File: src/rtl/compositor_pkg.sv
// Shared types and helpers for the layered pixel compositor.
package compositor_pkg;

    localparam int unsigned MaxLayers = 16;

    typedef logic [7:0] rgb332_t;

    typedef struct packed {
        logic [7:0] r;
        logic [7:0] g;
        logic [7:0] b;
    } rgb24_t;

    function automatic rgb24_t rgb332_expand(rgb332_t c);
        rgb24_t o;
        o.r = {c[7:5], c[7:5], c[7:6]};
        o.g = {c[4:2], c[4:2], c[4:3]};
        o.b = {c[1:0], c[1:0], c[1:0], c[1:0]};
        return o;
    endfunction

    // Lowest set bit among the first n bits; n when none is set.
    function automatic logic [4:0] priority_index(logic [MaxLayers-1:0] vec, int unsigned n);
        logic [4:0] idx;
        logic       found;
        idx   = 5'(n);
        found = 1'b0;
        for (int unsigned i = 0; i < MaxLayers; i++) begin
            if (!found && (i < n) && vec[i]) begin
                idx   = 5'(i);
                found = 1'b1;
            end
        end
        return idx;
    endfunction

endpackage

File: src/rtl/layered_pixel_compositor_blink_timer.sv
// Frame counter and blink phase; the phase reported on a startOfFrame cycle is already the
// new frame's phase, so a whole frame (including its first pixel) shares one phase.
module blink_timer #(
    parameter int unsigned BLINK_FRAMES = 16
) (
    input  logic clk,
    input  logic resetN,
    input  logic startOfFrame,
    output logic blinkPhase
);
    localparam int unsigned CntW = (BLINK_FRAMES > 1) ? $clog2(BLINK_FRAMES) : 1;

    logic [CntW-1:0] frameCnt;
    logic            phaseQ;
    logic            wrap;

    assign wrap = startOfFrame && (frameCnt == CntW'(BLINK_FRAMES - 1));

    always_ff @(posedge clk or negedge resetN) begin
        if (!resetN) begin
            frameCnt <= '0;
            phaseQ   <= 1'b0;
        end else if (startOfFrame) begin
            if (wrap) begin
                frameCnt <= '0;
                phaseQ   <= ~phaseQ;
            end else begin
                frameCnt <= frameCnt + CntW'(1);
            end
        end
    end

    assign blinkPhase = wrap ? ~phaseQ : phaseQ;

endmodule

File: src/rtl/layered_pixel_compositor.sv
// Two-stage priority compositor of NUM_LAYERS RGB332 layers over a background, with
// enable, colour key, blinking and per-frame collision reporting against layer 0.
module layered_pixel_compositor
    import compositor_pkg::*;
#(
    parameter int unsigned NUM_LAYERS      = 4,
    parameter logic [7:0]  TRANSPARENT_RGB = 8'hFF,
    parameter int unsigned BLINK_FRAMES    = 16,
    parameter int unsigned IDX_W           = $clog2(NUM_LAYERS + 1)
) (
    input  logic                    clk,
    input  logic                    resetN,
    input  logic                    pixelValid,
    input  logic                    startOfFrame,
    input  logic [NUM_LAYERS-1:0]   layerReq,
    input  logic [NUM_LAYERS*8-1:0] layerRGB,
    input  logic [7:0]              backGroundRGB,
    input  logic [NUM_LAYERS-1:0]   layerEnable,
    input  logic [NUM_LAYERS-1:0]   blinkMask,
    output logic [7:0]              redOut,
    output logic [7:0]              greenOut,
    output logic [7:0]              blueOut,
    output logic                    pixelValidOut,
    output logic [IDX_W-1:0]        winnerLayer,
    output logic [NUM_LAYERS-1:0]   collisionFlags,
    output logic                    collisionPulse
);
    logic                    blinkPhase;
    logic [NUM_LAYERS-1:0]   eff;
    logic [NUM_LAYERS-1:0]   effS1;
    logic [NUM_LAYERS*8-1:0] rgbS1;
    rgb332_t                 bgS1;
    logic                    pvS1;
    logic                    sofS1;
    logic [4:0]              winIdx;
    logic [IDX_W-1:0]        winNext;
    rgb332_t                 selRGB;
    rgb332_t                 tmpRGB;
    logic [NUM_LAYERS-1:0]   collNow;
    logic [NUM_LAYERS-1:0]   collAcc;
    rgb24_t                  expanded;

    blink_timer #(
        .BLINK_FRAMES (BLINK_FRAMES)
    ) u_blink_timer (
        .clk          (clk),
        .resetN       (resetN),
        .startOfFrame (startOfFrame),
        .blinkPhase   (blinkPhase)
    );

    always_comb begin
        eff = '0;
        for (int unsigned i = 0; i < NUM_LAYERS; i++) begin
            eff[i] = layerReq[i] & layerEnable[i] & (layerRGB[8*i +: 8] != TRANSPARENT_RGB)
                   & ~(blinkMask[i] & blinkPhase);
        end
    end

    always_ff @(posedge clk or negedge resetN) begin
        if (!resetN) begin
            effS1 <= '0;
            rgbS1 <= '0;
            bgS1  <= '0;
            pvS1  <= 1'b0;
            sofS1 <= 1'b0;
        end else begin
            effS1 <= eff;
            rgbS1 <= layerRGB;
            bgS1  <= backGroundRGB;
            pvS1  <= pixelValid;
            sofS1 <= startOfFrame;
        end
    end

    always_comb begin
        winIdx  = priority_index(MaxLayers'(effS1), NUM_LAYERS);
        winNext = IDX_W'(NUM_LAYERS);
        selRGB  = bgS1;
        for (int unsigned i = 0; i < NUM_LAYERS; i++) begin
            if (winIdx == 5'(i)) begin
                winNext = IDX_W'(i);
                selRGB  = rgbS1[8*i +: 8];
            end
        end
    end

    always_ff @(posedge clk or negedge resetN) begin
        if (!resetN) begin
            tmpRGB        <= '0;
            winnerLayer   <= '0;
            pixelValidOut <= 1'b0;
        end else begin
            pixelValidOut <= pvS1;
            if (pvS1) begin
                tmpRGB      <= selRGB;
                winnerLayer <= winNext;
            end else begin
                tmpRGB      <= 8'h00;
                winnerLayer <= IDX_W'(NUM_LAYERS);
            end
        end
    end

    // Layer 0 never collides with itself, so bit 0 stays clear.
    always_comb begin
        collNow = '0;
        if (pvS1 && effS1[0]) begin
            collNow = effS1;
            collNow[0] = 1'b0;
        end
    end

    always_ff @(posedge clk or negedge resetN) begin
        if (!resetN) begin
            collAcc        <= '0;
            collisionFlags <= '0;
            collisionPulse <= 1'b0;
        end else if (sofS1) begin
            collisionFlags <= collAcc;
            collisionPulse <= |collAcc;
            collAcc        <= collNow;
        end else begin
            collisionPulse <= 1'b0;
            collAcc        <= collAcc | collNow;
        end
    end

    assign expanded = rgb332_expand(tmpRGB);
    assign redOut   = expanded.r;
    assign greenOut = expanded.g;
    assign blueOut  = expanded.b;

endmodule

File: config.mk
export PLATFORM = sky130hd
export DESIGN_NAME = layered_pixel_compositor
export DESIGN_NICKNAME = d
export VERILOG_FILES = /design/src/rtl/compositor_pkg.sv /design/src/rtl/layered_pixel_compositor_blink_timer.sv /design/src/rtl/layered_pixel_compositor.sv
export SDC_FILE = /design/constraint.sdc
export NUM_CORES = 1
export LEC_CHECK = 0
export CAP_MARGIN = 20
export CORE_MARGIN = 5
export CORE_UTILIZATION = 40
export CTS_BUF_LIST = sky130_fd_sc_hd__clkbuf_2 sky130_fd_sc_hd__clkbuf_4 sky130_fd_sc_hd__clkbuf_8
export DETAILED_ROUTE_END_ITERATION = 6
export PLACE_DENSITY_LB_ADDON = 0.1
export SETUP_SLACK_MARGIN = 0.3
export SLEW_MARGIN = 20
export SYNTH_ARGS = -nofsm -noshare
export SYNTH_HDL_FRONTEND = slang
export SYNTH_HIERARCHICAL = 1
export SYNTH_SLANG_ARGS = --single-unit
File: constraint.sdc
create_clock -name clk -period 2 [get_ports clk]
set_input_delay 0.2 -clock clk [delete_from_list [all_inputs] [get_ports clk]]
set_output_delay 0.2 -clock clk [all_outputs]
set_load 0.005 [all_outputs]
==> impl_metrics.yaml, run 1 <==
cts:
  cts_tree: "yes"
  clk_pin_slew_ns: 0.07
  numCtsBuffers: 9
  cts-root-buf: "clkbuf_8"
  cts.sinks: 70
  clock_latency_ns: 0.33
  cts_setup_buffers: 0
  h-tree-depth: 3
  clockBufferDepth: 2
setup_path:
  cp.required_ns: 2.21
  startpoint_type: "flop"
  critPathKind: "reg2reg"
  cp_max_fo: 5
  timing.critical_path.arrival_ns: 1.75
  cp-end-kind: "flop"
pwr:
  pwr-share-clk_pct: 30.2
  p_leak_nw: 1.57
  p_comb_share_pct: 20.1
  irDropWorstVdd_mv: 0.590
  power_frac_seq_pct: 49.6
  p_int_mw: 2.53
  switching_share_pct: 24.8
  p_per_area_nw_per_um2: 922
  power.switching_mw: 0.835
run_status:
  status: "completed"
detailed_routing:
  wl_per_cell_um: 15.7
  avgViaCountPerCell: 4.86
  ant_nets: 0
  drc: 0
  vias: 1710
  wl_mm: 5.53
  drt_first_iter_violations: 125
  drt_first_pass_iters: 4
yosys:
  synth_nets: 246
  yosys_warnings: 6
  synth_seq_cells: 70
  muxShareOfSynthArea_pct: 4.19
  syn_area_um2: 2590
  synthXorXnorAreaFrac_pct: 1.01
  synth-compound-area-share_pct: 11.1
  synth_top_family_by_area: "compound AO/OA/AOI/OAI gates"
  ys_seq_area_share_pct: 67.5
  synthAdderAreaFrac_pct: 0.482
  synthDistinctLibCells: 37
  synth-simple-area-share_pct: 8.34
  netlist_instances: 189
  syn_area_per_cell_um2: 13.7
floorplan:
  start_util_pct: 41.1
  pin_count: 89
  floorplan.die.height_um: 90.5
  die_width_um: 90.5
  coreArea_um2: 6310
  row_count: 29
  die-area_um2: 8200
global_route:
  track_usage_pct: 14.6
  gr-total-overflow: 0
  grt_max_degree: 71
  grt_pass1_vias: 1794
  grt_first_pass_wirelength_mm: 9.43
  antenna_found_initial: 0
layout:
  nets: 327
  drive_above_1_share_pct: 13.8
  synthToLayoutAreaGrowth_pct: 40.5
  instances_no_fill: 352
  n_fill_cell: 568
  num_antenna_cells: 0
place:
  dp_hpwl_mm: 4.10
  place_congestion: 0.747
  port_buffers: 87
  dp.cells: 335
timing:
  setup_viol: 0
  min_period_ns: 1.53
  hold_viol: 0
  final-max-slew-violation-count: 0
  fin_skew_ns: 0.00649
  grt_setup_unrepaired: "false"
  max_freq_mhz: 652
  finalSetupTns_ns: 0
  period_share_pct: 76.7
hold_path:
  hold_class: "in2reg"
job:
  maxCapViolations: 0
## final timing paths
check                                          startpoint                         to  slack [ns]  cells after the start
worst max-delay path            u_blink_timer/frameCnt[0]                   effS1[1]        0.47                      5
worst min-delay path                     backGroundRGB[2]                    bgS1[2]        0.30                      1
worst max register to register  u_blink_timer/frameCnt[0]                   effS1[1]        0.47                      5
worst min register to register          collisionFlags[1]          collisionFlags[1]        0.51                      1
max in group asynchronous                          resetN                    bgS1[4]        1.28                      3
min in group asynchronous                          resetN  u_blink_timer/frameCnt[1]        0.41                      3
## area by class of cell
type | count | area [um2] | area share [%]
flip-flops and latches | 70 | 1750 | 48.1
clock inverters | 1 | 5.00 | 0.137
multi-input cells | 91 | 668 | 18.3
inverters | 4 | 15.0 | 0.412
repair buffers | 94 | 933 | 25.6
well taps | 77 | 96.3 | 2.64
clock buffers | 15 | 175 | 4.81
## per-layer routing
metal	part of all wire (%)	vias to the layer above	GRT usage (%)
met5	0	-	0
met3	7.8	6	6.17
met1	49	817	20.2
li1	-	819	-
met2	42	68	20.7
met4	1.2	0	4.47
## synthesized netlist by cell type
cell type | n | share of area (%)
dfrtp_1 | 70 | 68
buf_4 | 17 | 4.9
nand2_1 | 11 | 1.6
nand4_1 | 8 | 1.9
mux2_2 | 7 | 3.0
a21o_1 | 6 | 1.7
nor3b_1 | 6 | 1.7
a31oi_1 | 5 | 1.2
o21ai_0 | 5 | 0.96
o22ai_1 | 5 | 1.2
o2111a_1 | 4 | 1.7
a21oi_1 | 3 | 0.58
inv_1 | 3 | 0.43
mux2i_1 | 3 | 1.2
nand3_1 | 3 | 0.58
o221ai_1 | 3 | 1.0
xnor2_1 | 3 | 1.0
a41oi_1 | 2 | 0.68
buf_2 | 2 | 0.39
buf_6 | 2 | 0.87
clkbuf_1 | 2 | 0.29
nand2b_1 | 2 | 0.48
o21ai_1 | 2 | 0.39
o21ai_2 | 2 | 0.68
a21boi_1 | 1 | 0.29
and2_4 | 1 | 0.34
and3_1 | 1 | 0.24
buf_1 | 1 | 0.14
conb_1 | 1 | 0.14
ha_1 | 1 | 0.48
inv_2 | 1 | 0.14
nand4_2 | 1 | 0.48
nor2b_1 | 1 | 0.24
o31a_1 | 1 | 0.34
o41ai_1 | 1 | 0.34
or3b_2 | 1 | 0.34
or4b_1 | 1 | 0.39
## cell families (layout without fill, tap and decap cells)
logic type | Yosys count | after routing
muxes | 10 | 10
buffers and inverters | 28 | 114
adders and majority gates | 1 | 1
AOI/OAI and AO/OA | 40 | 40
and+or+nand+nor | 36 | 36
other | 1 | 1
xor gates and xnor gates | 3 | 3
DFF | 70 | 70
## power groups by stage
stage	combinational, mW	sequential (mW)	clock (mW)
floorplan	0.347	1.67	0
global placement	0.665	1.69	0
detailed placement	0.673	1.69	0
CTS	0.677	1.67	1.05
global route	0.738	1.69	1.12
finish	0.677	1.67	1.02
## per-stage QoR
step / worst slack [ns] / utilization, % / cell area [um2] / total power, mW / hold slack [ns]
floorplan: 0.465 / - / 2590 / 2.02 / -0.0956
global placement: 0.303 / 54.5 / 3440 / 2.35 / 0.251
detailed placement: 0.281 / 54.5 / 3440 / 2.36 / 0.253
CTS: 0.312 / 57.6 / 3630 / 3.39 / 0.286
global route: 0.364 / 57.7 / 3640 / 3.55 / 0.275
finish: 0.466 / 57.7 / 3640 / 3.36 / 0.303
## worst max-delay path: stages, from the launching register on
cell	delay, ns
dfrtp_1	0.42
ha_1	0.25
nand4_2	0.17
xnor2_2	0.32
nand2_1	0.09
o2111a_1	0.17
## sequential cells by signal, indices dropped and copies added, names as in the netlist
name and count:
rgbS1 32, bgS1 8, tmpRGB 8, effS1 4, u_blink_timer/frameCnt 4, collAcc 3, collisionFlags 3, winnerLayer 3
collisionPulse 1, pixelValidOut 1, pvS1 1, sofS1 1, u_blink_timer/phaseQ 1
## cells in the final DEF, fill, tap and decap left out, drive strengths merged, types with 4 or more instances in the layout
cell           synthesis  final
a21o                   6      6
a31oi                  5      5
buf                   22      7
clkbuf                 2     15
clkdlybuf4s50          0     86
dfrtp                 70     70
inv                    4      4
mux2                   7      7
nand2                 11     11
nand4                  9      9
nor3b                  6      6
o2111a                 4      4
o21ai                  9      9
o22ai                  5      5
## repair_timing
item | in CTS | in global routing
hold buffers | 1 | 0
gates resized for setup | 0 | 2
setup endpoints to repair | 0 | 8
endpoints found under the hold margin | 70 | 0
Note: power is estimated with default switching activity, not from simulation.
==> inputs of run 2 (changes only) <==
clock period = 1.3 ns   (was 2 ns; I/O delays follow)
==> run 2 against run 1 <==
The flow now finishes with violations (setup timing). Maximum frequency up 4.2%. Cell count increased by 6.8%. Via count grew 7.1%. Sequential power up 56%. Largest cell class unchanged. Largest power group unchanged.
==> impl_metrics.yaml, run 2 (synthesis gave the netlist of run 1 again) <==
global_route:
  use_met2_pct: 24.0
  grt_pass1_vias: 1977
  grt_use_met3_pct: 6.42
  grt_max_degree: 71
  track_usage_pct: 15.9
  grt_first_pass_wirelength_mm: 10.1
  gr-total-overflow: 0
  antenna_found_initial: 0
  gr-max-usage-layer: "met2"
  use_met1_pct: 20.5
detailed_routing:
  drt_first_iter_violations: 53
  ant_nets: 0
  drc: 0
  wl_mm: 6.23
  drt_first_pass_iters: 4
  avgViaCountPerCell: 4.87
  vias: 1832
  wl_per_cell_um: 16.6
floorplan:
  floorplan.die.height_um: 90.5
  row_count: 29
  die_width_um: 90.5
  die-area_um2: 8200
  pin_count: 89
  start_util_pct: 41.1
  coreArea_um2: 6310
timing:
  setup_viol: 10
  hold_viol: 0
  final-max-slew-violation-count: 0
  finalSetupTns_ns: -1.35
  max_freq_mhz: 679
  worst_slack_ns: -0.172
  period_share_pct: 113
  grt_setup_unrepaired: "true"
  min_period_ns: 1.47
  fin_skew_ns: 0.00508
pwr:
  irDropWorstVdd_mv: 1.21
  p_leak_nw: 1.83
  p_per_area_nw_per_um2: 1600
setup_path:
  cp.required_ns: 1.57
  startpoint_type: "flop"
  critPathLaunch: "effS1[2]"
  timing.critical_path.arrival_ns: 1.74
  reg2reg_to: "tmpRGB[3]"
  crit_path_max_incr_delay_ns: 0.56
  critPathKind: "reg2reg"
  crit_chain: "or4b_4, buf_6, and2_4, a21oi_2"
  endpoint: "tmpRGB[3]"
  cp_max_fo: 8
  cp_top_family: "simple AND/OR/NAND/NOR gates"
  ff2ff_path_depth: 4
  crit_cells: 4
  cp-end-kind: "flop"
  rrSetupSlack_ns: -0.17
  slowest_stage: "or4b_4"
  cp.buffers_inverters: 1
  rr_startpoint: "effS1[2]"
layout:
  final_cell_mix: "dfrtp_1, clkdlybuf4s50_1, buf_6, buf_2, buf_4"
  nets: 351
  largestRegisters: "rgbS1 (32), bgS1 (8), tmpRGB (8)"
  largest_register_ffs: 32
  num_antenna_cells: 0
  drive_above_1_share_pct: 35.5
  regMostFlops: "rgbS1"
  synthToLayoutAreaGrowth_pct: 54.8
  final_common_cell: "dfrtp_1"
  n_fill_cell: 511
place:
  dp_hpwl_mm: 4.26
  place_congestion: 0.752
  port_buffers: 87
  pre_cts_ws_ns: -0.197
run_status:
  violations: "setup timing"
  status: "finished with violations"
cts:
  cts_tree: "yes"
  clock_latency_ns: 0.34
  cts-root-buf: "clkbuf_8"
  clockBufferDepth: 2
  cts.sinks: 70
  h-tree-depth: 3
  clk_pin_slew_ns: 0.07
  numCtsBuffers: 9
hold_path:
  hold_class: "in2reg"
job:
  maxCapViolations: 0
[run 2: per-stage QoR]
step | hold WS (ns) | area (um2) | utilization, % | instances | power, mW
6_report | 0.223 | 4020 | 63.6 | 376 | 6.43
3_5_place_dp | 0.178 | 3550 | 56.2 | 344 | 3.83
5_1_grt | 0.200 | 4020 | 63.6 | 376 | 6.72
2_1_floorplan | -0.166 | 2650 | - | 189 | 3.19
3_3_place_gp | 0.178 | 3550 | 56.2 | 344 | 3.79
4_1_cts | 0.207 | 3940 | 62.4 | 373 | 6.33
[run 2: cell type report]
| cell class | count | area (um2) | share of cell area, % |
|---|---|---|---|
| timing repair buffer | 118 | 1090 | 27.1 |
| sequential | 70 | 1750 | 43.6 |
| inverter | 4 | 15.0 | 0.374 |
| multi-input combinational | 91 | 792 | 19.7 |
| tap | 77 | 96.3 | 2.40 |
| clock inverter | 6 | 133 | 3.30 |
| clock buffer | 10 | 138 | 3.43 |
[run 2: how the worst min path moves through the flow]
stage,start,end,slack [ns],cells past startpoint
after global placement,resetN,pixelValidOut,0.18,2
final,backGroundRGB[0],bgS1[0],0.22,1
after detailed placement,resetN,collisionPulse,0.18,2
after CTS,backGroundRGB[0],bgS1[0],0.21,1
after global routing,backGroundRGB[3],bgS1[3],0.20,1
after floorplan,resetN,bgS1[0],-0.17,0
[run 2: metal layers]
layer,up-vias,part of all wire [%],wire (um)
met5,-,0,0
met4,0,1.3,79
met3,7,7.8,483
met2,72,48,3000
met1,882,43,2660
li1,871,-,-
[run 2: worst register-to-register path, cell delays in order, from the launching register on]
cell and delay [ns]:
dfrtp_1 0.40, or4b_4 0.56, buf_6 0.16, and2_4 0.15, a21oi_2 0.13
[run 2: repair_timing]
item                                    CTS  global route
endpoints found under the hold margin    70             0
buffers inserted                         11             3
resized for setup                       161            11
endpoints found under the setup margin   51            47
pin swaps                                11             6
cloned                                    1             0
hold buffers                              1             0
[run 2: power breakdown]
| group | leakage (nW) | switching (mW) | internal (mW) | total (mW) |
|---|---|---|---|---|
| Sequential | 0.848 | 0.203 | 2.40 | 2.60 |
| Clock | 0.132 | 0.793 | 1.52 | 2.31 |
| Combinational | 0.848 | 0.582 | 0.936 | 1.52 |
| Total | 1.83 | 1.58 | 4.85 | 6.43 |
==> inputs of run 3 (changes only) <==
CAP_MARGIN = 10   (was 20)
==> results of run 3 <==
The final DEF is identical to that of run 2; final timing and power are the same.
